$ cat config.mk
export PLATFORM = sky130hd
export DESIGN_NAME = rob_queue
export DESIGN_NICKNAME = d
export VERILOG_FILES = /design/src/rtl/rob_queue_pkg.sv /design/src/rtl/rob_ptr.sv /design/src/rtl/rob_queue.sv
export SDC_FILE = /design/constraint.sdc
export NUM_CORES = 2
export LEC_CHECK = 0
export CORE_ASPECT_RATIO = 0.7
export CORE_MARGIN = 3
export CORE_UTILIZATION = 40
export CTS_BUF_LIST = sky130_fd_sc_hd__clkbuf_4
export CTS_CLUSTER_DIAMETER = 40
export DETAILED_ROUTE_END_ITERATION = 12
export PLACE_DENSITY = 0.59
export SLEW_MARGIN = 20
export SYNTH_ARGS = -nofsm -noshare
export SYNTH_HDL_FRONTEND = slang
export SYNTH_SLANG_ARGS = --single-unit
$ cat constraint.sdc
create_clock -name clk -period 20.9 [get_ports clk]
set_clock_uncertainty 0.15 [all_clocks]
set_input_delay 2.09 -clock clk [delete_from_list [all_inputs] [get_ports clk]]
set_output_delay 2.09 -clock clk [all_outputs]
set_load 0.02 [all_outputs]
$ cat src/rtl/rob_queue_pkg.sv
// Shared reorder-buffer constants: default geometry and payload field offsets
// used by dispatch (packing) and commit (unpacking).
package rob_queue_pkg;

  localparam int ROB_DEPTH     = 16;
  localparam int ROB_ADDR_BUS  = 4;
  localparam int ROB_PAYLOAD_W = 128;
  localparam int ROB_WB_PORTS  = 2;
  localparam int ROB_DATA_W    = 32;

  // Payload layout: the queue treats the payload as opaque; these offsets
  // describe how dispatch packs it and how commit unpacks it.
  localparam int ROB_PL_PC_LSB  = 0;
  localparam int ROB_PL_PC_W    = 64;
  localparam int ROB_PL_RD_LSB  = 64;
  localparam int ROB_PL_RD_W    = 5;
  localparam int ROB_PL_OP_LSB  = 69;
  localparam int ROB_PL_OP_W    = 8;
  localparam int ROB_PL_EXC_LSB = 77;
  localparam int ROB_PL_EXC_W   = 6;

  typedef struct packed {
    logic valid;
    logic done;
  } rob_flags_t;

endpackage

$ cat src/rtl/rob_ptr.sv
// Wrapping queue pointer with an extra wrap bit; synchronous clear and increment.
module rob_ptr #(
  parameter int W = 5
) (
  input  logic         clk,
  input  logic         rst,
  input  logic         clr,
  input  logic         inc,
  output logic [W-1:0] ptr
);

  logic [W-1:0] ptr_reg;

  always_ff @(posedge clk) begin
    if (!rst || clr) begin
      ptr_reg <= '0;
    end else if (inc) begin
      ptr_reg <= ptr_reg + 1'b1;
    end
  end

  assign ptr = ptr_reg;

endmodule

$ cat src/rtl/rob_queue.sv
// Reorder-buffer circular queue: in-order allocate/commit, out-of-order writeback.
// Optional macro ROB_WB_BYPASS_EN forwards same-cycle writebacks to the query port.
module rob_queue
  import rob_queue_pkg::*;
#(
  parameter int DEPTH     = ROB_DEPTH,
  parameter int ADDR_W    = ROB_ADDR_BUS,
  parameter int PAYLOAD_W = ROB_PAYLOAD_W,
  parameter int WB_PORTS  = ROB_WB_PORTS,
  parameter int DATA_W    = ROB_DATA_W
) (
  input  logic                       clk,
  input  logic                       rst,
  input  logic                       alloc_en,
  input  logic [PAYLOAD_W-1:0]       alloc_payload,
  output logic                       alloc_ready,
  output logic [ADDR_W-1:0]          alloc_id,
  input  logic [WB_PORTS-1:0]        wb_valid,
  input  logic [WB_PORTS*ADDR_W-1:0] wb_id,
  input  logic [WB_PORTS*DATA_W-1:0] wb_value,
  input  logic [ADDR_W-1:0]          query_id,
  output logic                       query_done,
  output logic [DATA_W-1:0]          query_value,
  output logic                       commit_valid,
  output logic [ADDR_W-1:0]          commit_id,
  output logic [PAYLOAD_W-1:0]       commit_payload,
  output logic [DATA_W-1:0]          commit_value,
  input  logic                       commit_ack,
  input  logic                       flush,
  output logic [ADDR_W:0]            count
);

  logic [ADDR_W:0]    head_ptr;
  logic [ADDR_W:0]    tail_ptr;
  logic [ADDR_W-1:0]  head_idx;
  logic [ADDR_W-1:0]  tail_idx;
  logic               full;
  logic               alloc_fire;
  logic               commit_fire;
  logic [DEPTH-1:0]   valid_vec;
  logic [DEPTH-1:0]   done_vec;
  logic [DATA_W-1:0]  value_arr   [DEPTH];
  logic [PAYLOAD_W-1:0] payload_arr [DEPTH];

  assign head_idx    = head_ptr[ADDR_W-1:0];
  assign tail_idx    = tail_ptr[ADDR_W-1:0];
  assign full        = (head_idx == tail_idx) && (head_ptr[ADDR_W] != tail_ptr[ADDR_W]);
  assign alloc_ready = !full;
  assign alloc_fire  = alloc_en && alloc_ready;
  assign commit_fire = commit_ack && commit_valid;
  assign count       = tail_ptr - head_ptr;

  rob_ptr #(.W(ADDR_W + 1)) u_head (
    .clk (clk),
    .rst (rst),
    .clr (flush),
    .inc (commit_fire),
    .ptr (head_ptr)
  );

  rob_ptr #(.W(ADDR_W + 1)) u_tail (
    .clk (clk),
    .rst (rst),
    .clr (flush),
    .inc (alloc_fire),
    .ptr (tail_ptr)
  );

  genvar gi;
  generate
    for (gi = 0; gi < DEPTH; gi++) begin : g_entry
      rob_flags_t           flags_reg;
      logic [DATA_W-1:0]    value_reg;
      logic [PAYLOAD_W-1:0] payload_reg;
      logic                 alloc_hit;
      logic                 commit_hit;
      logic                 wb_hit;
      logic [DATA_W-1:0]    wb_data;

      assign alloc_hit  = alloc_fire && (tail_idx == ADDR_W'(gi));
      assign commit_hit = commit_fire && (head_idx == ADDR_W'(gi));

      // Ascending scan so the highest-numbered matching channel wins.
      always_comb begin
        wb_hit  = 1'b0;
        wb_data = '0;
        for (int k = 0; k < WB_PORTS; k++) begin
          if (wb_valid[k] && (wb_id[k*ADDR_W +: ADDR_W] == ADDR_W'(gi))) begin
            wb_hit  = 1'b1;
            wb_data = wb_value[k*DATA_W +: DATA_W];
          end
        end
      end

      // Writebacks only land on entries that were already allocated last cycle.
      always_ff @(posedge clk) begin
        if (!rst || flush) begin
          flags_reg <= '0;
        end else begin
          if (alloc_hit) begin
            flags_reg   <= '{valid: 1'b1, done: 1'b0};
            value_reg   <= '0;
            payload_reg <= alloc_payload;
          end
          if (wb_hit && flags_reg.valid) begin
            flags_reg.done <= 1'b1;
            value_reg      <= wb_data;
          end
          if (commit_hit) begin
            flags_reg <= '0;
          end
        end
      end

      assign valid_vec[gi]   = flags_reg.valid;
      assign done_vec[gi]    = flags_reg.done;
      assign value_arr[gi]   = value_reg;
      assign payload_arr[gi] = payload_reg;
    end
  endgenerate

  assign commit_valid   = valid_vec[head_idx] && done_vec[head_idx];
  assign commit_id      = head_idx;
  assign commit_payload = payload_arr[head_idx];
  assign commit_value   = value_arr[head_idx];
  assign alloc_id       = tail_idx;

  always_comb begin
    query_done  = valid_vec[query_id] && done_vec[query_id];
    query_value = value_arr[query_id];
`ifdef ROB_WB_BYPASS_EN
    for (int k = 0; k < WB_PORTS; k++) begin
      if (wb_valid[k] && (wb_id[k*ADDR_W +: ADDR_W] == query_id) && valid_vec[query_id]) begin
        query_done  = 1'b1;
        query_value = wb_value[k*DATA_W +: DATA_W];
      end
    end
`else
    // Without forwarding, a writeback becomes visible here one cycle later.
`endif
  end

endmodule

==> impl_metrics.tcl <==
set metrics [dict create \
    regToRegEndpoint "g_entry[2].payload_reg[115]$_DFFE_PP_" \
    status "finished, final reports clean" \
    clock_latency_ps 1340 \
    tritoncts "done" \
    grt_max_degree 149 \
    final_cell_mix "2560 x edfxtp_1, 1074 x nand2_1, 970 x mux4_2, 909 x clkbuf_4, 515 x a21oi_1" \
    seq_area_um2 77700 \
    gr-total-overflow 0 \
    timing.rr.start "u_head.ptr[3]$_SDFFE_PP0P_" \
    yosysUniqueCellTypes 49 \
    fin_cells 10700 \
    critPathKind "reg2out" \
    row_count 160 \
    p_per_area_nw_per_um2 81.7 \
    finalCritPeriodShare_pct 46.2 \
    worst_setup_path_end_kind "output pin" \
    cts.sinks 2602 \
    p_sw_share_pct 22.2 \
    die_h_um 445 \
    yosysWarnings 0 \
    max_freq_ghz 0.104 \
    cp.arrival_ps 7420 \
    cts_htree_levels 6 \
    initial_utilization_pct 40.3 \
    p_seq_share_pct 55.5 \
    grtUsageTotal_pct 24.4 \
    rr_worst_depth 9 \
    layout_commonest_cell "edfxtp_1" \
    grt_pass1_vias 65600 \
    postSynthAreaPerCell_um2 18.5 \
    synth-main-ff-cell "edfxtp_1" \
    hold_path_class "reg2reg" \
    place_congestion 0.847 \
    setup_ws_ps 11240 \
    vias 64000 \
    drv_slew 0 \
    maxCapViolations 0 \
    coreArea_um2 272000 \
    slew_headroom_pct 25.7 \
    antenna_found_initial 65 \
    fillers 23100 \
    dpl_worst_slack_ps 12270 \
    die_x_um 633 \
    yosysSeqAreaShare_pct 70.7 \
    drt-initial-drc-count 8357 \
    synth-edff-count 2560 \
    post_cts_resized 0 \
    fin_crit_ps 9660 \
    postLayoutCoreUtil_pct 46.4 \
    setup.worst_path.start_class "flop" \
    fin_tns_setup_ps 0 \
    dr.pass1.iters 8 \
    synth-xor-area-share_pct 0.0717 \
    top_level_ports 419 \
    cts_buffers 646 \
    p_comb_share_pct 3.4 \
    muxShareOfSynthArea_pct 19.9 \
    crit_fanout 45 \
    synthArstFlopShare_pct 0 \
    hp-start "done_vec[10]$_SDFFE_PP0P_" \
    cts_setup_buffers 0 \
    syn_area_um2 110000 \
    multi_input_area_um2 30600 \
    synth_top_family_by_area "multiplexers" \
    cts_buffer_depth 4 \
    syn2layout_area_growth_pct 15.1 \
    place_hpwl_um 172000 \
    grt_pass1_wl_um 488000 \
    synthSimpleGateAreaFrac_pct 4.35 \
    largest_register_ff_count 2048 \
    worstHoldPathCells 2 \
    synthAdderAreaFrac_pct 0.155 \
    ys_ff_latch 2602 \
    io_buffers 418 \
    wl_per_cell_um 32.2 \
    tightestPinTransition_ps 1110 \
    wl_um 345000 \
    dieArea_um2 281000 \
    rsz0062_at_grt "false" \
    holdBufCountCts 0 \
    rrSetupSlack_ps 13830 \
    p_int_mw 8.03 \
    drive_gt1_share_pct 30.8 \
    p_leak_nw 39.4 \
    vdd_drop_max_v 0.0000528 \
    min_to "done_vec[10]$_SDFFE_PP0P_" \
    nets 6843 \
    syn-num-nets 6158 \
    vias_per_cell 5.97 \
    drc_errors 0 \
    clockRootBuffer "clkbuf_4" \
    clkTransAtPathRegs_ps 60 \
    placedCellCount 9613 \
    clkPwrFrac_pct 41.1 \
    synth_compound_gate_area_share_pct 2.77 \
    finalSetupViolations 0 \
    crit_required_ps 18660 \
    power_mw 10.3 \
    finalHoldViolCount 0 \
    p_sw_mw 2.30 \
    syn_inst 5934 \
    drtAntennaViolNets 0 \
]
-- per-layer routing --
layer / track usage, % / share of wire [%] / vias to the layer above
li1: - / - / 25600
met2: 36.6 / 46 / 3970
met4: 12.4 / 5.4 / 20
met5: 0 / 0.045 / -
met3: 6.77 / 10 / 938
met1: 32.9 / 39 / 33500
-- power by group through the flow --
stage / clock network [mW] / logic (mW) / registers, mW
after floorplan: 0 / 0.159 / 5.84
after global placement: 0 / 0.340 / 5.84
after detailed placement: 0 / 0.348 / 5.84
after CTS: 4.37 / 0.349 / 5.73
after global routing: 4.65 / 0.372 / 5.73
final: 4.25 / 0.353 / 5.73
-- area by class of cell --
class                   instances  area share (%)
diodes                         43          0.0851
multi-input cells            2788            24.2
clock buffers                 909            5.40
flip-flops and latches       2602            61.5
inverters                      22          0.0712
repair buffers                559            4.34
clock inverters               163           0.874
well taps                    3645            3.61
-- synth_stat cells, types with 17 or more instances --
cell type,n,area [um2]
buf_2,75,375
buf_4,23,173
inv_1,19,71.3
buf_1,61,229
dfxtp_1,42,841
mux4_2,970,21800
clkbuf_1,359,1350
nand2_1,1075,4040
edfxtp_1,2560,76900
nor2_1,50,188
a21oi_1,531,2660
nand4_1,17,106
-- worst max-delay path by stage --
stage / from / end / slack (ps)
after floorplan: alloc_en / g_entry[15].payload_reg[0]$_DFFE_PP_ / 12160
after global placement: u_head.ptr[0]$_SDFFE_PP0P_ / commit_payload[104] / 12300
after detailed placement: u_head.ptr[0]$_SDFFE_PP0P_ / commit_payload[104] / 12270
after CTS: u_head.ptr[0]$_SDFFE_PP0P_ / commit_payload[104] / 10770
after global routing: u_head.ptr[0]$_SDFFE_PP0P_ / commit_payload[104] / 10480
final: u_head.ptr[0]$_SDFFE_PP0P_ / commit_payload[104] / 11240
-- metrics by stage --
step | area, um2 | hold slack, ps
floorplan | 110000 | 295
global placement | 118000 | 303
detailed placement | 118000 | 312
CTS | 126000 | 320
global route | 126000 | 340
finish | 126000 | 319
-- cells by family (layout without fill, tap and decap cells) --
kind of cell | after synthesis | in the layout
flip-flops | 2602 | 2602
adder cells (fa/ha/maj) | 13 | 13
buffers and inverters | 544 | 1653
other | 0 | 43
multiplexers | 974 | 974
XOR/XNOR | 9 | 9
AO/OA/AOI/OAI | 584 | 584
AND/OR/NAND/NOR | 1208 | 1208
-- worst max-delay path, cell delays in order (launching register included) --
cell	delay [ps]
dfxtp_4	970
buf_4	780
buf_4	750
buf_4	840
buf_4	830
mux4_2	620
mux4_2	580
clkdlybuf4s50_1	590
Power figures use the tool's default switching activity.
